<file path="config.mk">
export PLATFORM = sky130hd
export DESIGN_NAME = data_mem_ctrl
export DESIGN_NICKNAME = d
export VERILOG_FILES = /design/src/rtl/core_mem_pkg.sv /design/src/rtl/data_ram.sv /design/src/rtl/data_mem_ctrl.sv
export SDC_FILE = /design/constraint.sdc
export NUM_CORES = 2
export LEC_CHECK = 0
export CORE_UTILIZATION = 56
export CTS_BUF_LIST = sky130_fd_sc_hd__clkbuf_16
export CTS_CLUSTER_DIAMETER = 120
export DETAILED_ROUTE_END_ITERATION = 12
export PLACE_DENSITY_LB_ADDON = 0.1
export SLEW_MARGIN = 25
export SYNTH_ARGS = -nofsm -noshare
export SYNTH_HDL_FRONTEND = slang
export SYNTH_SLANG_ARGS = --single-unit
</file>
<file path="constraint.sdc">
create_clock -name clk -period 3.8 [get_ports clk]
set_clock_uncertainty 0.05 [all_clocks]
set_input_delay 0.76 -clock clk [delete_from_list [all_inputs] [get_ports clk]]
set_output_delay 0.76 -clock clk [all_outputs]
set_load 0.05 [all_outputs]
</file>
<file path="src/rtl/core_mem_pkg.sv">
// Shared types and defaults for the core's data-memory stage.
// Holds FSM/error enums and the request error classifier.
package core_mem_pkg;

  localparam int unsigned DMEM_DEPTH_DEF  = 64;
  localparam int unsigned DMEM_DATA_W_DEF = 32;
  localparam int unsigned DMEM_WAIT_W     = 3;

  typedef enum logic [1:0] {
    IDLE,
    BUSY,
    DONE
  } dmem_state_t;

  typedef enum logic [1:0] {
    ERR_NONE,
    ERR_ALIGN,
    ERR_RANGE,
    ERR_CONFLICT
  } dmem_err_t;

  // Conflict outranks alignment, which outranks range; any of them blocks the access.
  function automatic dmem_err_t classify(input logic        rd,
                                         input logic        wr,
                                         input logic [31:0] addr,
                                         input int unsigned depth);
    if (rd && wr) return ERR_CONFLICT;
    if (addr[1:0] != 2'b00) return ERR_ALIGN;
    if (32'(addr[31:2]) >= depth) return ERR_RANGE;
    return ERR_NONE;
  endfunction

endpackage

</file>
<file path="src/rtl/data_ram.sv">
// Word-addressed RAM: one combinational read port, two synchronous write ports.
// The commit port wins over the init port on a same-edge, same-index collision.
module data_ram #(
  parameter int unsigned DEPTH  = 64,
  parameter int unsigned DATA_W = 32
) (
  input  logic                     clk,
  input  logic                     i_cmt_we,
  input  logic [$clog2(DEPTH)-1:0] i_cmt_idx,
  input  logic [DATA_W-1:0]        i_cmt_data,
  input  logic                     i_init_we,
  input  logic [$clog2(DEPTH)-1:0] i_init_idx,
  input  logic [DATA_W-1:0]        i_init_data,
  input  logic [$clog2(DEPTH)-1:0] i_rd_idx,
  output logic [DATA_W-1:0]        o_rd_data
);

  logic [DATA_W-1:0] r_mem [DEPTH];
  logic              w_init_blocked;

  assign w_init_blocked = i_cmt_we && (i_cmt_idx == i_init_idx);

  always_ff @(posedge clk) begin
    if (i_cmt_we) r_mem[i_cmt_idx] <= i_cmt_data;
    if (i_init_we && !w_init_blocked) r_mem[i_init_idx] <= i_init_data;
  end

  assign o_rd_data = r_mem[i_rd_idx];

endmodule

</file>
<file path="src/rtl/data_mem_ctrl.sv">
// Data-memory stage behind the core: synchronous RAM access with wait states,
// a one-cycle mem_ready/mem_error completion pulse and a preload port.
module data_mem_ctrl
  import core_mem_pkg::*;
#(
  parameter int unsigned DEPTH       = DMEM_DEPTH_DEF,
  parameter int unsigned WAIT_CYCLES = 1,
  parameter int unsigned DATA_W      = DMEM_DATA_W_DEF
) (
  input  logic                     clk,
  input  logic                     rst,
  input  logic                     mem_read,
  input  logic                     mem_write,
  input  logic [31:0]              data_address,
  input  logic [DATA_W-1:0]        write_data,
  output logic [DATA_W-1:0]        read_data,
  output logic                     mem_ready,
  output logic                     mem_error,
  input  logic                     init_we,
  input  logic [$clog2(DEPTH)-1:0] init_addr,
  input  logic [DATA_W-1:0]        init_data
);

  localparam int unsigned AW        = $clog2(DEPTH);
  localparam int unsigned WAIT_INIT = (WAIT_CYCLES == 0) ? 0 : WAIT_CYCLES - 1;
  localparam logic [DMEM_WAIT_W-1:0] CNT_LOAD = DMEM_WAIT_W'(WAIT_INIT);

  dmem_state_t              r_state;
  logic [DMEM_WAIT_W-1:0]   r_cnt;
  logic                     r_write;
  logic [AW-1:0]            r_idx;
  logic [DATA_W-1:0]        r_wdata;
  dmem_err_t                r_err;
  logic [DATA_W-1:0]        r_read_data;
  logic                     r_ready;
  logic                     r_error;

  logic                     w_req;
  logic                     w_fast;
  logic                     w_enter_done;
  logic [AW-1:0]            w_in_idx;
  dmem_err_t                w_in_err;
  logic                     w_write;
  logic [AW-1:0]            w_idx;
  logic [DATA_W-1:0]        w_wdata;
  dmem_err_t                w_err;
  logic                     w_cmt_we;
  logic                     w_load;
  logic                     w_init_we;
  logic [DATA_W-1:0]        w_rd_data;

  assign w_req    = mem_read | mem_write;
  assign w_in_idx = data_address[AW+1:2];
  assign w_in_err = classify(mem_read, mem_write, data_address, DEPTH);

  // With no wait states the access completes on the capturing edge itself,
  // so the live request is used instead of the captured copy.
  assign w_fast       = (r_state == IDLE) && w_req && (WAIT_CYCLES == 0);
  assign w_enter_done = !rst && (w_fast || ((r_state == BUSY) && (r_cnt == '0)));

  assign w_write = w_fast ? mem_write  : r_write;
  assign w_idx   = w_fast ? w_in_idx   : r_idx;
  assign w_wdata = w_fast ? write_data : r_wdata;
  assign w_err   = w_fast ? w_in_err   : r_err;

  assign w_cmt_we  = w_enter_done && w_write && (w_err == ERR_NONE);
  assign w_load    = w_enter_done && !w_write && (w_err == ERR_NONE);
  assign w_init_we = init_we && (rst || (r_state == IDLE));

  data_ram #(
    .DEPTH  (DEPTH),
    .DATA_W (DATA_W)
  ) u_ram (
    .clk         (clk),
    .i_cmt_we    (w_cmt_we),
    .i_cmt_idx   (w_idx),
    .i_cmt_data  (w_wdata),
    .i_init_we   (w_init_we),
    .i_init_idx  (init_addr),
    .i_init_data (init_data),
    .i_rd_idx    (w_idx),
    .o_rd_data   (w_rd_data)
  );

  // Request FSM, wait counter and registered completion outputs.
  always_ff @(posedge clk) begin
    if (rst) begin
      r_state     <= IDLE;
      r_cnt       <= '0;
      r_write     <= 1'b0;
      r_idx       <= '0;
      r_wdata     <= '0;
      r_err       <= ERR_NONE;
      r_read_data <= '0;
      r_ready     <= 1'b0;
      r_error     <= 1'b0;
    end else begin
      r_ready <= 1'b0;
      r_error <= 1'b0;
      case (r_state)
        IDLE: begin
          if (w_req) begin
            r_write <= mem_write;
            r_idx   <= w_in_idx;
            r_wdata <= write_data;
            r_err   <= w_in_err;
            if (WAIT_CYCLES == 0) begin
              r_state <= DONE;
            end else begin
              r_state <= BUSY;
              r_cnt   <= CNT_LOAD;
            end
          end
        end
        BUSY: begin
          if (r_cnt == '0) r_state <= DONE;
          else r_cnt <= r_cnt - DMEM_WAIT_W'(1);
        end
        DONE:    r_state <= IDLE;
        default: r_state <= IDLE;
      endcase
      if (w_enter_done) begin
        r_ready <= 1'b1;
        r_error <= (w_err != ERR_NONE);
      end
      if (w_load) r_read_data <= w_rd_data;
    end
  end

  assign read_data = r_read_data;
  assign mem_ready = r_ready;
  assign mem_error = r_error;

endmodule

</file>
==> metrics.txt <==
# TYPE chip_impl_metric gauge
chip_impl_info{name="result_of_the_run",value="finished clean"} 1
chip_impl_metric{name="chipHeight",unit="µm"} 382
chip_impl_metric{name="wl_per_cell",unit="µm"} 33.8
chip_impl_metric{name="area.growth.synth_to_final",unit="%"} 16.3
chip_impl_metric{name="place_area",unit="mm²"} 0.0877
chip_impl_metric{name="htree_levels",unit=""} 4
chip_impl_metric{name="grt_pass1_vias",unit=""} 41300
chip_impl_metric{name="cts-hold-fix-buffers",unit=""} 0
chip_impl_metric{name="worst_ep_required_time",unit="ns"} 4.28
chip_impl_metric{name="core_area",unit="mm²"} 0.143
chip_impl_info{name="worst_hold_path_type",value="in2reg"} 1
chip_impl_metric{name="relSlewSlack",unit=""} 0.303
chip_impl_metric{name="report.power.total",unit="mW"} 49.7
chip_impl_metric{name="power.static_leakage",unit="nW"} 29.8
chip_impl_metric{name="final_area",unit="mm²"} 0.0941
chip_impl_metric{name="timing.critical_path.fanout_max",unit=""} 23
chip_impl_metric{name="netlist-cell-type-count",unit=""} 54
chip_impl_metric{name="drtIter0Drc",unit=""} 4923
chip_impl_metric{name="synth-edff-count",unit=""} 2048
chip_impl_info{name="crit_chain",value="inv_1 > ha_1 > ha_1 > and4bb_1 > nand2_2 > o32ai_1 > nand2_1 > buf_12 > nor2_4 > buf_4"} 1
chip_impl_metric{name="fin_ws",unit="ns"} 0.411
chip_impl_metric{name="register_bit_count_reported_by_yosys",unit=""} 2128
chip_impl_info{name="worstSetupPathType",value="reg2reg"} 1
chip_impl_metric{name="first_pass_iteration_count_of_the_detailed_router",unit=""} 6
chip_impl_metric{name="ctsLongestPathBuffers",unit=""} 3
chip_impl_metric{name="finalCriticalPeriod",unit="ns"} 3.39
chip_impl_info{name="final_common_cell",value="edfxtp_1"} 1
chip_impl_metric{name="design.die.area",unit="mm²"} 0.146
chip_impl_metric{name="synthCells",unit=""} 3720
chip_impl_metric{name="post_synth_instance_area",unit="mm²"} 0.0809
chip_impl_metric{name="layout_cell_share_with_drive_strength_beyond_1",unit=""} 0.285
chip_impl_metric{name="rows",unit=""} 139
chip_impl_metric{name="syn-num-nets",unit=""} 3829
chip_impl_metric{name="grt_pass1_wl",unit="µm"} 299000
chip_impl_metric{name="synth.yosys.warnings",unit=""} 0
chip_impl_metric{name="clkSinkCount",unit=""} 2128
chip_impl_metric{name="clk_pin_slew_worst_paths",unit="ns"} 0.06
chip_impl_metric{name="top_level_ports",unit=""} 141
chip_impl_metric{name="ir_drop",unit="mV"} 0.467
chip_impl_metric{name="globalRouteMet2Util",unit=""} 0.465
chip_impl_metric{name="timing.final.max_slew_violations",unit=""} 0
chip_impl_metric{name="antenna_found_initial",unit=""} 13
chip_impl_info{name="cts_tree",value="built"} 1
chip_impl_metric{name="initial_utilization",unit=""} 0.564
chip_impl_metric{name="cts_buffer_count",unit=""} 205
chip_impl_info{name="globalRoute.busiestLayer",value="met2"} 1
chip_impl_metric{name="grt_overflow",unit=""} 0
chip_impl_metric{name="port_buffers",unit=""} 140
chip_impl_metric{name="max_stage_delay",unit="ns"} 0.79
chip_impl_metric{name="grt_start_max_net_pins",unit=""} 83
chip_impl_metric{name="syn_area_per_cell",unit="µm²"} 21.7
chip_impl_metric{name="insertion_delay",unit="ns"} 0.83
chip_impl_metric{name="timing.final.hold_violations",unit=""} 0
chip_impl_metric{name="gr-usage-all-layers",unit=""} 0.292
chip_impl_metric{name="layout.nets",unit=""} 4247
chip_impl_metric{name="min_period_over_period",unit=""} 0.892
chip_impl_info{name="slowest_stage",value="nor2_4"} 1
chip_impl_metric{name="synthArstFlopShare",unit=""} 0
chip_impl_metric{name="cell_area_power_density",unit="mW/mm²"} 528
chip_impl_info{name="mostFrequentLayoutCells",value="edfxtp_1 (2,048), mux4_2 (510), clkbuf_16 (209), nand2_1 (194), buf_4 (181)"} 1
chip_impl_metric{name="worstMarginPinSlew",unit="ns"} 1.03
chip_impl_info{name="most_common_cell_type_on_the_critical_path",value="ha_1"} 1
chip_impl_metric{name="report.final.setup_viol",unit=""} 0
chip_impl_info{name="rsz0062_at_grt",value="no"} 1
chip_impl_metric{name="drc",unit=""} 0
chip_impl_metric{name="die-width",unit="µm"} 382
chip_impl_metric{name="proportion_of_synthesized_chip_area_in_sequential_cells",unit=""} 0.780
chip_impl_metric{name="viasPerCell",unit=""} 6.54
chip_impl_metric{name="finish.utilization",unit=""} 0.656
chip_impl_metric{name="gp_routability_congestion",unit=""} 0.904
chip_impl_metric{name="dpl.hpwl",unit="µm"} 130000
chip_impl_info{name="end_kind",value="register"} 1
chip_impl_metric{name="grt_use_met1",unit=""} 0.411
chip_impl_info{name="ctsRootBufferMaster",value="clkbuf_16"} 1
chip_impl_metric{name="grt_use_met3",unit=""} 0.0708
chip_impl_metric{name="vias",unit=""} 40700
chip_impl_metric{name="maxCapViolCount",unit=""} 0
chip_impl_info{name="start_kind",value="register"} 1
chip_impl_metric{name="routed_wirelength",unit="µm"} 210000
chip_impl_metric{name="placement.setup.worst_slack",unit="ns"} -0.288
chip_impl_metric{name="ant_nets",unit=""} 0
chip_impl_metric{name="fmax",unit="MHz"} 295
chip_impl_metric{name="cp_data_arrival_time",unit="ns"} 3.87
chip_impl_info{name="yosys_most_used_dff",value="edfxtp_1"} 1
-- area by class of cell --
class	count	area, µm²
flip-flops and latches	2128	63100
clock inverters	173	1070
multi-input cells	1373	17500
inverters	10	38.8
repair buffers	420	4800
fillers	9252	49400
well taps	1903	2380
clock buffers	209	5230
diodes	2	5.00
-- per-stage QoR --
| stage | instances | hold slack, ns | TNS (ns) |
|---|---|---|---|
| after floorplan | 3720 | 0.378 | 0 |
| after global placement | 5823 | 0.390 | -29.39 |
| after detailed placement | 5832 | 0.397 | -6.01 |
| after CTS | 6214 | 0.233 | 0 |
| after global routing | 6216 | 0.266 | 0 |
| final | 6218 | 0.304 | 0 |
-- cells by family after synthesis --
group | after synthesis | share of synthesized area
DFF | 2128 | 0.780
muxes | 621 | 0.157
and+or+nand+nor | 404 | 0.0213
AOI/OAI and AO/OA | 346 | 0.0301
buffers and inverters | 219 | 0.0115
adders and majority gates | 2 | 0.000309
-- sequential cells by signal (all words and copies together) (netlist names) --
name         cells
r_write          1
r_err            2
read_data       32
r_idx            6
u_ram.r_mem   2048
r_wdata         32
mem_ready        1
r_cnt            3
r_state          2
mem_error        1
-- routing by layer --
layer	vias to the layer above	part of all wire	wire [µm]
li1	16500	-	-
met5	-	0.00010	21
met3	289	0.098	20600
met4	4	0.023	4940
met2	2118	0.49	103000
met1	21800	0.39	82000
-- synth_stat cells, drive strengths merged (3+ instances only) --
cell | instances | area, µm²
o2bb2ai | 3 | 26.3
mux4 | 510 | 11500
a221oi | 29 | 254
nor2b | 6 | 37.5
inv | 9 | 33.8
dfxtp | 80 | 1600
nand2 | 195 | 734
nor4 | 8 | 56.3
nor2 | 133 | 499
nand3 | 3 | 15.0
o21ai | 18 | 90.1
o211ai | 18 | 135
mux2i | 44 | 440
nand3b | 13 | 97.6
a21oi | 75 | 375
a211oi | 4 | 30.0
buf | 107 | 508
a22o | 17 | 149
edfxtp | 2048 | 61500
and2 | 5 | 31.3
nor3 | 18 | 90.1
a22oi | 170 | 1280
mux2 | 67 | 754
clkbuf | 102 | 384
nand2b | 7 | 43.8
nand4 | 4 | 25.0
-- report_power, final --
group / switching, mW / internal, mW
clock: 8.43 / 10.7
combinational: 2.68 / 1.50
sequential: 0.145 / 26.3
total: 11.3 / 38.5
-- path summary, 6_finish.rpt --
kind / startpoint / end / slack, ns / depth (start not counted)
hold reg to reg: r_wdata[27] / r_wdata[27] / 0.41 / 2
setup / recovery: r_cnt[0] / u_ram.r_mem[56][3] / 0.41 / 10
hold / removal: rst / r_idx[4] / 0.30 / 3
setup reg to reg: r_cnt[0] / u_ram.r_mem[56][3] / 0.41 / 10
-- repair_timing --
action | 4_1_cts | 5_1_grt
resized for setup | 0 | 1
endpoints found under the setup margin | 9 | 35
endpoints found under the hold margin | 0 | 0
gates cloned | 0 | 0
pin swaps | 1 | 0
buffers inserted | 0 | 0
-- worst max-delay path, delay by kind of cell, from the launching register on --
| family | cells | cell delay [ns] |
|---|---|---|
| DFF | 1 | 0.32 |
| buffers and inverters | 3 | 0.57 |
| AOI/OAI and AO/OA | 1 | 0.39 |
| adders and majority gates | 2 | 0.33 |
| and+or+nand+nor | 4 | 1.41 |
Note: power is estimated with default switching activity, not from simulation.
